$ cat src/rtl/game_timer.sv
// game_timer: countdown game timer with pause, bonus time, low-time warning and BCD display
module game_timer #(
    parameter int INIT_SEC  = 60,
    parameter int BONUS_SEC = 5,
    parameter int MAX_SEC   = 99,
    parameter int WARN_SEC  = 10
) (
    input  logic       clk,
    input  logic       rst,
    input  logic       start,
    input  logic       pause,
    input  logic       one_second_enable,
    input  logic       bonus,
    output logic       running,
    output logic [3:0] sec_tens,
    output logic [3:0] sec_ones,
    output logic       warning,
    output logic       time_up,
    output logic       game_over
);
    typedef enum logic [1:0] {IDLE, RUN, PAUSED, OVER} state_t;
    state_t state, state_n;
    logic [6:0] count, count_n;
    logic       tick_d, tick, time_up_n;
    logic [7:0] sum;
    // A tick is a fresh rising edge; tick_d resets high so a level held through reset is ignored.
    assign tick = one_second_enable & ~tick_d;
    // Bonus arithmetic folds in a same-cycle tick so the result can never expire the game.
    assign sum = {1'b0, count} + 8'(BONUS_SEC) - {7'd0, tick};
    assign running = (state == RUN) || (state == PAUSED);
    assign game_over = state == OVER;
    assign warning = running && count != 7'd0 && count <= 7'(WARN_SEC);
    assign sec_tens = 4'(count / 7'd10);
    assign sec_ones = 4'(count % 7'd10);
    // State, count, edge-detect and expiry pulse registers.
    always_ff @(posedge clk or negedge rst) begin
        if (!rst) begin
            state   <= IDLE;
            count   <= 7'(INIT_SEC);
            tick_d  <= 1'b1;
            time_up <= 1'b0;
        end else begin
            state   <= state_n;
            count   <= count_n;
            tick_d  <= one_second_enable;
            time_up <= time_up_n;
        end
    end
    // Next state and count; in RUN, start beats pause, which beats tick/bonus.
    always_comb begin
        state_n   = state;
        count_n   = count;
        time_up_n = 1'b0;
        case (state)
            IDLE: begin
                count_n = 7'(INIT_SEC);
                if (start) state_n = RUN;
            end
            RUN: begin
                if (start) count_n = 7'(INIT_SEC);
                else if (pause) state_n = PAUSED;
                else if (bonus) count_n = sum > 8'(MAX_SEC) ? 7'(MAX_SEC) : sum[6:0];
                else if (tick) begin
                    if (count > 7'd1) count_n = count - 7'd1;
                    else begin
                        count_n   = 7'd0;
                        state_n   = OVER;
                        time_up_n = 1'b1;
                    end
                end
            end
            PAUSED: if (!pause) state_n = RUN;
            OVER: begin
                count_n = start ? 7'(INIT_SEC) : 7'd0;
                if (start) state_n = RUN;
            end
            default: state_n = IDLE;
        endcase
    end
endmodule
$ cat config.mk
export PLATFORM = sky130hd
export DESIGN_NAME = game_timer
export DESIGN_NICKNAME = d
export VERILOG_FILES = /design/src/rtl/game_timer.sv
export SDC_FILE = /design/constraint.sdc
export NUM_CORES = 1
export LEC_CHECK = 0
export ABC_AREA = 1
export BUFFER_PORTS_ARGS = -buffer_cell sky130_fd_sc_hd__buf_4
export CAP_MARGIN = 5
export CORE_MARGIN = 2
export CORE_UTILIZATION = 50
export CTS_CLUSTER_DIAMETER = 120
export DETAILED_ROUTE_END_ITERATION = 12
export PLACE_DENSITY = 0.73
export SYNTH_ARGS = -nofsm -noshare
export SYNTH_HDL_FRONTEND = slang
export SYNTH_SLANG_ARGS = --single-unit
$ cat constraint.sdc
create_clock -name clk -period 5.5 [get_ports clk]
set_input_delay 1.1 -clock clk [delete_from_list [all_inputs] [get_ports clk]]
set_output_delay 1.1 -clock clk [all_outputs]
set_load 0.1 [all_outputs]
==> summary.txt <==
Run status
  – Outcome: finished clean

GRT
  – Total gr overflow: 0
  – Vias in the first global route: between 1,000 and 1,500
  – First-pass GRT wire length: 5.71 mm
  – Total GRT Usage: 21.5%
  – Initial antenna violation count: 0
  – Largest net degree at the start of global routing: 12

STA
  – Unrepaired setup endpoints after global routing: no
  – Tcrit/Tclk final: 77.2%
  – Max-slew headroom: 63.4%
  – Final Hold Fails: 0
  – Final setup viols: 0
  – Final Max Slew Viols: 0
  – Least-Margin Pin Slew: approximately 0.55 ns
  – TNS Setup: 0 ns
  – Fmax: 235 MHz
  – Period minus WS final: 4.25 ns
  – Setup Skew: 0.00166 ns

Logic synthesis
  – Cells after synthesis: 217
  – #FFs+latches synth: 11
  – Synth cell types: 33
  – Net Count, Synth: 245
  – Area fraction of the dominant cell type after synthesis: 18.7%
  – Post-synthesis area per instance: 6.77 um^2
  – Cell taking the most area after synthesis: ha_1
  – Seq/Total Area, Yosys: 19.1%
  – Synthesized area: 1470 um^2
  – Synth area leaders: ha_1 (19%), nand2_1 (11%), dfrtp_1 (10%)
  – YS warnings: 0

Worst setup path
  – Peak fanout along the critical path: 7
  – Worst path required time: 4.40 ns
  – CP startpoint kind: flop
  – CP Capture Type: primary output
  – CP Class: flop to primary output
  – Critical path arrival: 3.15 ns

Layout
  – Nets: between 200 and 300
  – Most common cell after layout, fill and taps aside: nand2_1
  – Synth-to-Final Area Change: 11.9%
  – Layout cells sized above 1: roughly a fifth
  – Diodes inserted: 0
  – Most frequent cells in the layout: nand2_1 (45), inv_1 (30), ha_1 (22), nor2_1 (18), buf_4 (17)

Detailed routing
  – ANT nets after route: 0
  – DRC violations left: 0
  – Vias per Instance: between 5 and 6
  – Via count: 1,435
  – Per-cell routed wire length: 12.0 um
  – Detailed Route Iter0 Violations: 65
  – Total wire length: between 3 and 4 mm
  – First-pass DRT Iterations: 4

Clocking
  – Root buffer cell: clkbuf_4
  – # H-tree levels: 1
  – CTS Buf Count: 3
  – CTS tree: yes
  – Resize count post-CTS: 0
  – CTS Sinks: 11
  – Hold Buf Count CTS: 0
  – Deepest clock path buffer count: 2
  – Setup Fix Bufs, Post-CTS: 0
  – Clock-pin slew on the worst setup and hold paths: 0.07 ns
  – Clock Latency Late Sink: 0.27 ns

Die
  – Core area: 2780 um^2
  – Initial core utilization: 52.9%
  – Rows: 19
  – Area of the die: 3390 um^2
  – Chip height: 58.2 um
  – Top Ports: 18
  – Die W: 58.2 um

Placed design
  – Gpl congestion: roughly 0.82
  – Port bufs: 17
  – HPWL Detailed: 2.62 mm

Worst hold path
  – Worst min-delay path class: flop to flop

Flow run
  – Max Cap Viol: 0
-- worst paths after layout --
path                                 startpoint  depth (start not counted)  slack (ns)              endpoint
setup / recovery           count[5]$_DFFE_PN1P_                         19        1.25           sec_ones[2]
hold / removal             state[1]$_DFFE_PN0P_                          2        0.55  state[1]$_DFFE_PN0P_
setup reg to reg               tick_d$_DFF_PN1_                         15        2.85  count[4]$_DFFE_PN1P_
hold reg to reg            state[1]$_DFFE_PN0P_                          2        0.55  state[1]$_DFFE_PN0P_
max in group asynchronous                   rst                          1        4.62  count[2]$_DFFE_PN1P_
min in group asynchronous                   rst                          1        0.65  count[6]$_DFFE_PN0P_
-- area by class of cell --
cell class	instances	area [um^2]
sequential	11	282
tap	31	38.8
clock buffer	4	26.3
inverter	34	128
multi-input combinational	169	1040
timing repair buffer	17	128
fill	262	1140
-- layer usage --
layer / up-vias / share of wire (%) / track usage, %
met5: - / 0 / 0
met4: 0 / 1.3 / 6.98
met3: 4 / 2.8 / 1.34
met2: 24 / 48 / 37.8
met1: 653 / 48 / 27.9
li1: 754 / - / -
-- metrics by stage --
stage	hold slack, ns	worst slack (ns)	util [%]	cell area, um^2	cells
5_1_grt	0.620	0.979	59.2	1650	266
3_5_place_dp	0.552	1.54	58.2	1620	262
3_3_place_gp	0.557	1.59	58.2	1620	262
6_report	0.554	1.25	59.2	1650	266
2_1_floorplan	0.503	0.338	-	1470	217
4_1_cts	0.568	1.25	59.2	1650	266
-- Yosys cell counts --
cell and instances:
clkbuf_2 1, o21ai_1 1, nor3b_4 1, nand2_2 8, buf_2 1, buf_4 1
nor3_1 6, a311oi_1 1, o22ai_1 3, nand3_2 2, nand2_1 45, nand4_1 3
a221oi_1 1, o31ai_1 1, a22oi_1 5, nor2_1 18, xnor2_1 2, o21ai_0 12
nand3_1 16, a21o_1 1, or2_2 1, dfstp_2 5, ha_1 22, a31oi_1 2
nand2_4 1, dfrtp_1 6, inv_1 30, o21ai_2 2, nor2_2 1, xor2_1 5
clkinv_1 1, inv_2 3, a21oi_1 9
-- kinds of logic after synthesis --
kind of cell | synth area share (%)
simple gates | 32.5
buf+inv | 9.87
flops | 19.1
compound gates | 15.6
xor+xnor | 4.17
fa+ha+maj | 18.7
-- state kept, by name (all words and copies together), names as in the netlist --
register,count
count,7
state,2
tick_d,1
time_up,1
-- worst max-delay path: stages (launching register included) --
cell and delay (ns):
dfstp_2 0.61, inv_2 0.10, ha_1 0.23, o21ai_2 0.23
nand2_1 0.10, nand3_2 0.09, nand2_2 0.09, nor2_1 0.24
nor2_2 0.10, nand2_2 0.09, nand2_1 0.06, nand2_1 0.08
inv_1 0.04, ha_1 0.19, nand2_1 0.08, nand2_2 0.08
nand2_4 0.07, nand2_1 0.05, nand2_1 0.06, buf_4 0.28
Power is not shown: default switching activity piles up to over one toggle a cycle in this logic, so the estimate is an artifact.
